--- config.mk ---
export PLATFORM = sky130hd
export DESIGN_NAME = imem_boot_loader
export DESIGN_NICKNAME = d
export VERILOG_FILES = /design/src/rtl/imem_boot_loader.sv
export SDC_FILE = /design/constraint.sdc
export NUM_CORES = 1
export LEC_CHECK = 0
export CELL_PAD_IN_SITES_DETAIL_PLACEMENT = 1
export CELL_PAD_IN_SITES_GLOBAL_PLACEMENT = 2
export CORE_UTILIZATION = 32
export DETAILED_ROUTE_END_ITERATION = 10
export MAX_ROUTING_LAYER = met4
export PLACE_DENSITY_LB_ADDON = 0.15
export REMOVE_ABC_BUFFERS = 1
export SLEW_MARGIN = 0
export SYNTH_ARGS = -nofsm -noshare
export SYNTH_HDL_FRONTEND = slang
export SYNTH_SLANG_ARGS = --single-unit
--- constraint.sdc ---
create_clock -name clk -period 2.8 [get_ports clk]
set_input_delay 0.42 -clock clk [delete_from_list [all_inputs] [get_ports clk]]
set_output_delay 0.42 -clock clk [all_outputs]
set_load 0.02 [all_outputs]
--- src/rtl/imem_boot_loader.sv ---
// Purpose: loads a word stream into instruction memory (16-bit word-count header, then words sent LSB first).
// Latency: a word is written in the cycle after its 4th byte is accepted, so each word takes at least 5 cycles.
// Backpressure: rx_ready is low during the write cycle and outside a session; bytes are taken only when rx_valid && rx_ready.
module imem_boot_loader #(
  parameter int ADDR_WIDTH = 12,
  parameter int LEN_WIDTH  = 16
) (
  input  logic                  clk,
  input  logic                  reset,
  input  logic                  start,
  input  logic                  rx_valid,
  input  logic [7:0]            rx_data,
  output logic                  rx_ready,
  output logic                  imem_we,
  output logic [ADDR_WIDTH-1:0] imem_waddr,
  output logic [31:0]           imem_wdata,
  output logic                  core_hold,
  output logic                  done,
  output logic                  error,
  output logic [ADDR_WIDTH:0]   words_loaded
);

  typedef enum logic [2:0] {
    S_IDLE,
    S_LEN_LO,
    S_LEN_HI,
    S_DATA,
    S_WRITE,
    S_DONE,
    S_ERROR
  } state_t;

  // Largest legal word count: the whole memory. One extra bit is needed so
  // that a 16-bit address space (65536 words) can be represented.
  localparam logic [LEN_WIDTH:0] MAX_WORDS = {{LEN_WIDTH{1'b0}}, 1'b1} << ADDR_WIDTH;

  state_t                state;
  logic [7:0]            len_lo;
  logic [ADDR_WIDTH:0]   n_words;
  logic [1:0]            byte_idx;
  logic [23:0]           word_buf;
  logic                  accept;
  logic [LEN_WIDTH:0]    hdr_ext;
  logic [ADDR_WIDTH:0]   wl_inc;

  assign accept  = rx_valid && rx_ready;
  assign hdr_ext = {1'b0, rx_data, len_lo};
  assign wl_inc  = words_loaded + {{ADDR_WIDTH{1'b0}}, 1'b1};

  // Single FSM; every output is a register updated together with the state.
  always_ff @(posedge clk) begin
    if (reset) begin
      state        <= S_IDLE;
      rx_ready     <= 1'b0;
      imem_we      <= 1'b0;
      imem_waddr   <= '0;
      imem_wdata   <= '0;
      core_hold    <= 1'b0;
      done         <= 1'b0;
      error        <= 1'b0;
      words_loaded <= '0;
      byte_idx     <= '0;
      len_lo       <= '0;
      n_words      <= '0;
      word_buf     <= '0;
    end else begin
      case (state)
        // A new session may be opened from any idle-like state; the sticky
        // status flags and the count are cleared when it opens.
        S_IDLE, S_DONE, S_ERROR: begin
          if (start) begin
            state        <= S_LEN_LO;
            rx_ready     <= 1'b1;
            core_hold    <= 1'b1;
            done         <= 1'b0;
            error        <= 1'b0;
            words_loaded <= '0;
            byte_idx     <= '0;
          end
        end

        S_LEN_LO: begin
          if (accept) begin
            len_lo <= rx_data;
            state  <= S_LEN_HI;
          end
        end

        S_LEN_HI: begin
          if (accept) begin
            if (hdr_ext == '0) begin
              state     <= S_DONE;
              done      <= 1'b1;
              rx_ready  <= 1'b0;
              core_hold <= 1'b0;
            end else if (hdr_ext > MAX_WORDS) begin
              state     <= S_ERROR;
              error     <= 1'b1;
              rx_ready  <= 1'b0;
              core_hold <= 1'b0;
            end else begin
              state   <= S_DATA;
              n_words <= hdr_ext[ADDR_WIDTH:0];
            end
          end
        end

        // Bytes 0..2 are buffered; byte 3 completes the word and launches
        // the write directly, so the buffer never carries residue.
        S_DATA: begin
          if (accept) begin
            if (byte_idx == 2'd3) begin
              state      <= S_WRITE;
              rx_ready   <= 1'b0;
              imem_we    <= 1'b1;
              imem_waddr <= words_loaded[ADDR_WIDTH-1:0];
              imem_wdata <= {rx_data, word_buf};
              byte_idx   <= '0;
            end else begin
              case (byte_idx)
                2'd0:    word_buf[7:0]   <= rx_data;
                2'd1:    word_buf[15:8]  <= rx_data;
                default: word_buf[23:16] <= rx_data;
              endcase
              byte_idx <= byte_idx + 2'd1;
            end
          end
        end

        // The write lasts exactly one cycle; address/data then hold.
        S_WRITE: begin
          imem_we      <= 1'b0;
          words_loaded <= wl_inc;
          if (wl_inc == n_words) begin
            state     <= S_DONE;
            done      <= 1'b1;
            core_hold <= 1'b0;
          end else begin
            state    <= S_DATA;
            rx_ready <= 1'b1;
          end
        end

        default: begin
          state     <= S_IDLE;
          rx_ready  <= 1'b0;
          imem_we   <= 1'b0;
          core_hold <= 1'b0;
        end
      endcase
    end
  end

endmodule

Word level (Yosys, flattened, before mapping)

Index checks and enable logic that the tools add are counted.

Magnitude comparators: 1
Bitwise gates (word level): 7
Reduce and logical (&&, ||, !) cells: 26
Add/subtract/negate cells: 2
Muxes and demuxes: 37
Equality and inequality tests: 20

Operators with widths:

| kind                    | count |
|---|---|
| $pmux W13 S2            | 1 |
| $mux W3                 | 8 |
| $ne A2 B2 Y1 const B    | 10 |
| $reduce_and A5 Y1       | 4 |
| $logic_not A17 Y1       | 1 |
| $mux W1                 | 17 |
| $gt A16 B13 Y1 const B  | 1 |
| $reduce_and A4 Y1       | 4 |
| $pmux W3 S5             | 1 |
| $add A13 B1 Y13 const B | 1 |
| $eq A13 B13 Y1          | 1 |
| $mux W13                | 1 |
| $eq A3 B3 Y1 const B    | 3 |
| $reduce_and A3 Y1       | 3 |
| $not A1 Y1              | 7 |
| $reduce_and A7 Y1       | 1 |
| $eq A3 B2 Y1 const B    | 2 |
| $mux W2                 | 3 |
| $reduce_bool A2 Y1      | 3 |
| $pmux W1 S5             | 1 |
| $reduce_or A5 Y1        | 1 |
| $pmux W1 S2             | 2 |
| $pmux W1 S4             | 1 |
| $pmux W2 S2             | 1 |
| 13 further kinds        | 15 |

Logic and storage cells: 108
Output and inout bits: 62
Input bits: 12
Register bits: 112

Depth between registers and ports, before layout

Gate-level depths: netlist of the first run.

Depth after elaboration: 5
Gate-level depth with buffers: 8
Gate-level depth less buffers: 7

Least setup slack after synthesis of the first run

OpenSTA, ideal clock, no wires.

Path type: register -> register
Start point: register words_loaded[4]
End point: register core_hold
Data required time: 2.678 ns
Stages on the path, launching flop included: 8
Library setup time: 0.122 ns
Arrival: 2.419 ns
Clock period less this slack: 2.541 ns
Setup slack: 0.259 ns
Path buffers: 1
Path through: dfxtp_1 clkbuf_1 nand3_1 nor4_1 xnor2_1 nand2_1 or4b_1 o311a_1

Longest elaborated chain between the ends: 4

Ends and longest elaborated chain:

| item                               | line | text |
|---|---|---|
| start: declaration                 | 20   | `output logic [ADDR_WIDTH:0] words_loaded` |
| start signal: assignment           | 133  | `words_loaded <= wl_inc;` |
| $add A13 B1 Y13                    | 48   | `assign wl_inc = words_loaded + {{ADDR_WIDTH{1'b0}}, 1'b1};` |
| $eq A13 B13 Y1                     | 134  | `if (wl_inc == n_words) begin` |
| $ne A2 B2 Y1 (no source line)      | --   |  |
| $reduce_and A5 Y1 (no source line) | --   |  |
| end signal: assignment             | 58   | `core_hold <= 1'b0;` |
| end signal: assignment             | 137  | `core_hold <= 1'b0;` |
| end signal: assignment             | 148  | `core_hold <= 1'b0;` |
| end: declaration                   | 17   | `output logic core_hold,` |

No other way between the ends.
A chain may end at the register's enable or synchronous reset.

Final worst setup path of the first run

Start point: register words_loaded[1]
End point: register state[2]

Longest elaborated chain between the ends: 4

Ends and longest elaborated chain:

| item                   | line | text |
|---|---|---|
| $add A13 B1 Y13        | 48   |  |
| $eq A13 B13 Y1         | 134  |  |
| $mux W3                | 134  |  |
| $pmux W3 S5            | 67   | `case (state)` |
| end signal: assignment | 53   | `state <= S_IDLE;` |
| end signal: assignment | 72   | `state <= S_LEN_LO;` |
| end signal: assignment | 135  | `state <= S_DONE;` |
| end: declaration       | 37   | `state_t state;` |

No other way between the ends.

==> results.txt, run 1 <==
----------------------------------------------------
[Outcome]
  Status ... finished, final reports clean

[Worst hold path]
  Path class of the lowest-slack min-delay path ... reg -> reg

[Clock network]
  TritonCTS clock tree ... yes
  Number of buffers on the longest clock path ... 2
  Count of hold-fix buffers inserted at cts ... 0
  Number of buffers inserted during clock tree synthesis ... 9
  Clock transition at the register clock pins on the worst setup and hold paths after CTS ... 0.07 ns
  Postcts setup bufs ... 0
  Count of cells resized by post-cts repair ... 0
  Clock insertion delay at the later pin of the skew report ... 0.36 ns
  Clk root buf ... sky130_fd_sc_hd__clkbuf_16
  CTS sink cnt ... approximately 110
  H-tree depth reported by CTS ... 3

[Drt]
  Average vias per placed instance ... 5.151
  Wire length after detailed routing ... 14770 microns
  Remaining antenna violation count after routing ... 0
  Residual DRC ... 0
  First-pass iteration count of the detailed router ... 4
  Starting DRT DRC Count ... roughly 240
  Wire length per cell ... approximately 17 microns
  DR vias ... about 4500

[STA]
  Minimum setup slack in the final design ... 0.1699 ns
  Number of slew-limit violations in the final report ... 0
  Transition time at the pin with the least slew margin ... 0.5589 ns
  Final Hold Viols ... 0
  Worst slack on hold paths ... roughly 0.45 ns
  Fraction of the cycle the final worst path needs ... a little over nine tenths
  Max Clock Freq ... roughly 380 MHz
  RSZ-0062 raised after global routing ... false
  Setup-violating endpoint count in the final report ... 0
  Worst-case clock skew ... 0.006779 ns
  Final min period ... 2.630 ns
  Worst max-slew margin expressed relative to the limit ... between 60% and 70%

[Power]
  Static leakage ... 0.002165 uW
  Maximum vdd ir drop ... 0.2736 mV
  Final Power ... 3778 uW
  Total power per unit cell area ... 596.0 nW/um^2

[Finish]
  N_diodes ... 0
  Most frequent cells in the layout ... sky130_fd_sc_hd__nand2_1 (124), sky130_fd_sc_hd__dfxtp_1 (112), sky130_fd_sc_hd__a21oi_1 (80)
  Area overhead of the layout relative to synthesis ... 28.19%
  Fin cells ... 876
  Post-layout util ... 41.85%
  Number of fillers in the final layout ... 1788
  Fraction of layout instances using a drive strength above 1 ... under 10%
  Area taken by multi-input logic gates ... 2485 sq um
  Footprint of the flip-flops and latches ... about 2200 sq um
  Post-layout net count ... approximately 700
  Most common cell after layout, fill and taps aside ... sky130_fd_sc_hd__nand2_1

[Placement]
  Place WS ... -0.1208 ns
  Number of I/O port buffers ... 73
  Routability congestion estimate from global placement ... 0.8033
  Placed Instances ... about 860
  Detailed placement HPWL ... ~10000 microns

[Worst setup path]
  Critical path start-end classification ... reg -> reg
  Largest driver fanout on the critical path ... 7
  Critical path data required time ... 3.07 ns
  Endpoint type of the worst setup path ... flop
  Startpoint type of the worst setup path ... flop
  Arrival time worst endpoint ... around 2.9 ns

[Global routing]
  Overall routing resource usage ... 20.12%
  Antenna violations before repair ... 0
  First-pass GRT wire length ... 24490 microns
  Pin count of the biggest net entering global routing ... 45
  Global route overflow ... 0
  Number of global-route vias before repair ... roughly 4700

[Synthesis]
  Netlist cell types ... 60
  Average cell area after synthesis ... 8.200 sq um
  Yosys Warn Count ... 0
  Number of register bits inferred by synthesis ... 112
  Ys flop type ... sky130_fd_sc_hd__dfxtp_1
  Sequential fraction of the synthesis area ... 45.34%
  Share of synthesized flip-flops with an asynchronous set or reset ... 0%
  Post-Synthesis Cells ... between 600 and 700
  Post-synth EDFFs ... 0
  Cell Area, Synth ... 4945 sq um

[Die]
  Initial core utilization ... approximately a third
  Die width ... between 100 and 150 microns
  Ports ... 74
  Die footprint ... 15950 sq um
  Floorplan core area ... 15150 sq um
  Floorplan row count ... 45
  Die height ... 126.3 microns

[Job]
  Maxcap violations ... 0

----------------------------------------------------
[final cells by class]
| cell class | instances | area share, % |
|---|---|---|
| timing repair buffer | 113 | 16.23 |
| multi-input combinational | 440 | 39.20 |
| sequential | 112 | 35.37 |
| clock buffer | 9 | 3.553 |
| clock inverter | 6 | 1.461 |
| tap | 188 | 3.711 |
| inverter | 8 | 0.4737 |
[power breakdown]
| part | switching, uW | internal [uW] | total, uW |
|---|---|---|---|
| logic | 417 | 265 | 681 |
| clock network | 624 | 785 | 1410 |
| registers | 54.5 | 1630 | 1690 |
| total | 1100 | 2680 | 3780 |
[metal layers]
metal  track usage, %  vias to the layer above  routed length (microns)
li1                 -                     2213                        -
met4            6.237                        0                      251
met5                -                        -                        0
met3            3.332                       17                      401
met1            24.25                     2205                     6790
met2            34.35                       77                     7322
[per-stage QoR]
stage,cell area (sq um),TNS (ns)
detailed placement,6021,-1.100
global placement,6021,-0.5047
floorplan,4746,-0.4310
finish,6339,0
global route,6339,0
CTS,6339,0
[worst max-delay path, stage by stage, from the launching register on]
cell	delay [ns]
sky130_fd_sc_hd__dfxtp_1	0.51
sky130_fd_sc_hd__ha_1	0.29
sky130_fd_sc_hd__nand3_1	0.22
sky130_fd_sc_hd__nor2_1	0.26
sky130_fd_sc_hd__nand3_1	0.19
sky130_fd_sc_hd__mux2i_4	0.25
sky130_fd_sc_hd__or4b_1	0.55
sky130_fd_sc_hd__a311oi_1	0.28
[path summary, 6_finish.rpt]
check	from	end	slack, ns	cells past startpoint
max	words_loaded[1]	state[2]	0.17	7
min	word_buf[6]	imem_wdata[6]	0.45	2
max reg2reg	words_loaded[1]	state[2]	0.17	7
min reg2reg	word_buf[6]	imem_wdata[6]	0.45	2
[cells by family (layout without fill, tap and decap cells)]
group,after synthesis,after routing,synth area share [%]
XOR/XNOR,20,20,3.821
AND/OR/NAND/NOR,260,260,23.76
AO/OA/AOI/OAI,121,121,14.04
multiplexers,33,33,6.933
flip-flops,112,112,45.34
adder cells (fa/ha/maj),6,6,1.468
buffers and inverters,51,136,4.630
[Yosys cell counts, types with 2 or more instances]
cell type | count | area share [%]
sky130_fd_sc_hd__nand3_1 | 30 | 3.0
sky130_fd_sc_hd__and2_1 | 2 | 0.25
sky130_fd_sc_hd__a31oi_1 | 5 | 0.63
sky130_fd_sc_hd__nand4_1 | 3 | 0.38
sky130_fd_sc_hd__or4_4 | 2 | 0.46
sky130_fd_sc_hd__nor2_1 | 57 | 4.3
sky130_fd_sc_hd__a21oi_1 | 80 | 8.1
sky130_fd_sc_hd__nand2_1 | 124 | 9.4
sky130_fd_sc_hd__nand3b_1 | 3 | 0.46
sky130_fd_sc_hd__or3_1 | 5 | 0.63
sky130_fd_sc_hd__and3_1 | 4 | 0.51
sky130_fd_sc_hd__buf_4 | 2 | 0.30
sky130_fd_sc_hd__buf_2 | 3 | 0.30
sky130_fd_sc_hd__nor2b_1 | 5 | 0.63
sky130_fd_sc_hd__or4b_1 | 2 | 0.40
sky130_fd_sc_hd__xnor2_1 | 11 | 1.9
sky130_fd_sc_hd__a311oi_1 | 2 | 0.35
sky130_fd_sc_hd__buf_1 | 2 | 0.15
sky130_fd_sc_hd__xor2_1 | 8 | 1.4
sky130_fd_sc_hd__a211oi_1 | 2 | 0.30
sky130_fd_sc_hd__a41oi_1 | 3 | 0.53
sky130_fd_sc_hd__nor3_1 | 10 | 1.0
sky130_fd_sc_hd__dfxtp_1 | 112 | 45
sky130_fd_sc_hd__or4_1 | 2 | 0.30
sky130_fd_sc_hd__o21ai_0 | 14 | 1.4
sky130_fd_sc_hd__buf_6 | 2 | 0.46
sky130_fd_sc_hd__mux2i_1 | 32 | 6.5
sky130_fd_sc_hd__ha_1 | 5 | 1.3
sky130_fd_sc_hd__nor3b_1 | 2 | 0.30
sky130_fd_sc_hd__clkbuf_1 | 33 | 2.5
sky130_fd_sc_hd__inv_1 | 7 | 0.53
[state kept, by name, summed over array words and instances (netlist names)]
signal	flops
imem_waddr	12
len_lo	8
state	3
word_buf	24
imem_wdata	32
error	1
done	1
byte_idx	2
core_hold	1
imem_we	1
words_loaded	13
n_words	13
rx_ready	1
Note: power is estimated with default switching activity, not from simulation.
==> run 2: changes to the inputs <==
--- a/config.mk
+++ b/config.mk
@@ -8,6 +8,7 @@
 export CELL_PAD_IN_SITES_DETAIL_PLACEMENT = 1
 export CELL_PAD_IN_SITES_GLOBAL_PLACEMENT = 2
 export CORE_UTILIZATION = 32
+export CTS_BUF_LIST = sky130_fd_sc_hd__clkbuf_16
 export DETAILED_ROUTE_END_ITERATION = 10
 export MAX_ROUTING_LAYER = met4
 export PLACE_DENSITY_LB_ADDON = 0.15
==> results of run 2 <==
The final DEF is identical to that of run 1; final timing and power are the same.
==> run 3: changes to the inputs <==
--- a/config.mk
+++ b/config.mk
@@ -10,6 +10,7 @@
 export CORE_UTILIZATION = 32
 export CTS_BUF_LIST = sky130_fd_sc_hd__clkbuf_16
 export DETAILED_ROUTE_END_ITERATION = 10
+export GPL_ROUTABILITY_DRIVEN = 1
 export MAX_ROUTING_LAYER = met4
 export PLACE_DENSITY_LB_ADDON = 0.15
 export REMOVE_ABC_BUFFERS = 1
==> constraint.sdc (replaced) <==
create_clock -name clk -period 3.01 [get_ports clk]
set_input_delay 0.4515 -clock clk [delete_from_list [all_inputs] [get_ports clk]]
set_output_delay 0.4515 -clock clk [all_outputs]
set_load 0.02 [all_outputs]
==> run 3 against run 2 <==
Against the previous run: setup slack improved by 0.28 ns; sequential cell count unchanged; critical path depth decreased by 1; design area decreased by 1.9%; first-iteration DRC count decreased by 7.0%; cell count decreased by 1.6%; largest cell class unchanged; clock skew decreased by 0.00059 ns; power decreased by 10%; global-route usage decreased by 0.23 points.
==> results.txt, run 3 (synthesized netlist as in run 1, its figures left out) <==
----------------------------------------------------
[Placement]
  Detailed placement HPWL ... 10030 microns (was 10450 microns)
  Routability congestion estimate from global placement ... 0.8322 (was 0.8033)
  Number of I/O port buffers ... 73 (unchanged)
  Post-Place Cell Area ... 5933 sq um (was 6021 sq um)

[Power]
  Proportion of power drawn by flip-flops and latches ... 47.4% (was 44.7%)
  Total power per unit cell area ... 544.0 nW/um^2 (was 596.0 nW/um^2)
  Combinational cell fraction of total power ... 16.8% (was 18.0%)
  Switching Share ... 31.38% (was 28.99%)
  Sw power ... 1061 uW (was 1095 uW)
  Internal power ... 2321 uW (was 2683 uW)
  Share of total power in the clock network ... 35.8% (was 37.3%)
  Maximum vdd ir drop ... 0.3083 mV (was 0.2736 mV)
  Final Power ... 3383 uW (was 3778 uW)
  Static leakage ... 0.002091 uW (was 0.002165 uW)

[STA]
  Summed negative setup slack over all endpoints ... 0 ns (unchanged)
  Setup-violating endpoint count in the final report ... 0 (unchanged)
  Number of slew-limit violations in the final report ... 0 (unchanged)
  RSZ-0062 raised after global routing ... false (unchanged)
  Fraction of the cycle the final worst path needs ... 84.96% (was 93.93%)
  Final min period ... 2.557 ns (was 2.630 ns)
  Transition time at the pin with the least slew margin ... 0.6928 ns (was 0.5589 ns)
  Final Hold Viols ... 0 (unchanged)
  Max Clock Freq ... 391.0 MHz (was 380.2 MHz)
  Worst slack on hold paths ... 0.4528 ns (about the same)
  Worst max-slew margin expressed relative to the limit ... 53.64% (was 62.69%)
  Worst-case clock skew ... 0.006186 ns (was 0.006779 ns)

[Worst hold path]
  Instance count along the most critical hold path ... 2 (unchanged)
  Path class of the lowest-slack min-delay path ... reg -> reg (unchanged)

[Clock network]
  Count of hold-fix buffers inserted at cts ... 0 (unchanged)
  Number of buffers inserted during clock tree synthesis ... 9 (unchanged)
  H-tree depth reported by CTS ... 3 (unchanged)
  TritonCTS clock tree ... yes (unchanged)
  Postcts setup bufs ... 0 (unchanged)
  CTS sink cnt ... 112 (unchanged)
  Clock transition at the register clock pins on the worst setup and hold paths after CTS ... 0.08 ns (was 0.07 ns)
  Clock insertion delay at the later pin of the skew report ... 0.37 ns (was 0.36 ns)
  Clk root buf ... sky130_fd_sc_hd__clkbuf_16 (unchanged)
  Number of buffers on the longest clock path ... 2 (unchanged)
  Count of cells resized by post-cts repair ... 0 (unchanged)

[Drt]
  Average vias per placed instance ... 5.138 (was 5.151)
  Wire length after detailed routing ... 14330 microns (was 14770 microns)
  Residual DRC ... 0 (unchanged)
  DR vias ... 4429 (was 4512)
  Wire length per cell ... 16.62 microns (was 16.86 microns)
  First-pass iteration count of the detailed router ... 4 (unchanged)
  Starting DRT DRC Count ... 225 (was 242)
  Remaining antenna violation count after routing ... 0 (unchanged)

[Die]
  Floorplan row count ... 45 (unchanged)
  Die height ... 126.3 microns (unchanged)
  Die width ... 126.3 microns (unchanged)
  Die footprint ... 15950 sq um (unchanged)
  Floorplan core area ... 15150 sq um (unchanged)
  Initial core utilization ... 32.65% (unchanged)
  Ports ... 74 (unchanged)

[Finish]
  Max FFs per register ... 32 (unchanged)
  Reg with most FFs ... imem_wdata (unchanged)
  Non-Filler Cell Area, Final ... 6218 sq um (was 6339 sq um)
  N_diodes ... 0 (unchanged)
  Registers with the most flip-flops ... imem_wdata: 32 flops, word_buf: 24 flops (unchanged)
  Most common cell after layout, fill and taps aside ... sky130_fd_sc_hd__nand2_1 (unchanged)
  Most frequent cells in the layout ... sky130_fd_sc_hd__nand2_1 (124), sky130_fd_sc_hd__dfxtp_1 (112), sky130_fd_sc_hd__a21oi_1 (80) (unchanged)
  Area overhead of the layout relative to synthesis ... 25.76% (was 28.19%)
  Fraction of layout instances using a drive strength above 1 ... 7.864% (was 9.884%)
  Post-layout net count ... 686 (was 701)

[Worst setup path]
  Critical path data required time ... 3.26 ns (was 3.07 ns)
  Critical path start-end classification ... reg -> reg (unchanged)
  Depth of the worst register-to-register path ... 6 (was 7)
  Endpoint type of the worst setup path ... flop (unchanged)
  Startpoint type of the worst setup path ... flop (unchanged)
  Arrival time worst endpoint ... 2.81 ns (was 2.90 ns)
  Largest driver fanout on the critical path ... 7 (unchanged)

[Global routing]
  First-pass GRT wire length ... 24160 microns (was 24490 microns)
  Overall routing resource usage ... 19.90% (was 20.12%)
  Pin count of the biggest net entering global routing ... 73 (was 45)
  Global route overflow ... 0 (unchanged)
  Number of global-route vias before repair ... 4584 (was 4661)
  Antenna violations before repair ... 0 (unchanged)

[Job]
  Maxcap violations ... 0 (unchanged)

[Outcome]
  Status ... finished, final reports clean (unchanged)

----------------------------------------------------
run 3: worst paths after layout:
check | startpoint | to | slack [ns]
min reg2reg | word_buf[14] | imem_wdata[14] | 0.45
max reg2reg | words_loaded[6] | core_hold | 0.45
min | word_buf[14] | imem_wdata[14] | 0.45
max | words_loaded[6] | core_hold | 0.45
run 3: final cells by class:
class	instances	area, sq um
flip-flops and latches	112	2242
fillers	1799	8927
inverters	8	30.03
repair buffers	98	940.9
clock inverters	7	60.06
multi-input cells	440	2485
well taps	188	235.2
clock buffers	9	225.2
run 3: critical path, stage by stage (launching register included):
cell,delay (ns)
sky130_fd_sc_hd__dfxtp_1,0.51
sky130_fd_sc_hd__nand3_1,0.23
sky130_fd_sc_hd__nor4_1,0.46
sky130_fd_sc_hd__xnor2_1,0.21
sky130_fd_sc_hd__nand2_1,0.08
sky130_fd_sc_hd__or4b_1,0.59
sky130_fd_sc_hd__o311a_1,0.36
run 3: per-layer routing:
metal / GRT usage, % / part of all wire [%] / vias up
met1: 24.94 / 47 / 2160
met3: 2.995 / 2.2 / 15
met4: 7.087 / 1.6 / 0
met5: - / 0 / -
met2: 32.60 / 49 / 61
li1: - / - / 2193
run 3: power groups by stage:
stage	clock [uW]	combinational [uW]	sequential, uW
finish	1210	567	1600
global route	1300	621	1610
CTS	1250	570	1600
detailed placement	0	566	1640
global placement	0	556	1640
floorplan	0	321	1630
run 3: stage by stage:
stage | utilization [%] | setup slack (ns) | std cells
floorplan | - | 0.1831 | 560
global placement | 39.17 | 0.2225 | 846
detailed placement | 39.17 | 0.2043 | 846
CTS | 41.06 | 0.4440 | 862
global route | 41.06 | 0.2447 | 862
finish | 41.06 | 0.4528 | 862
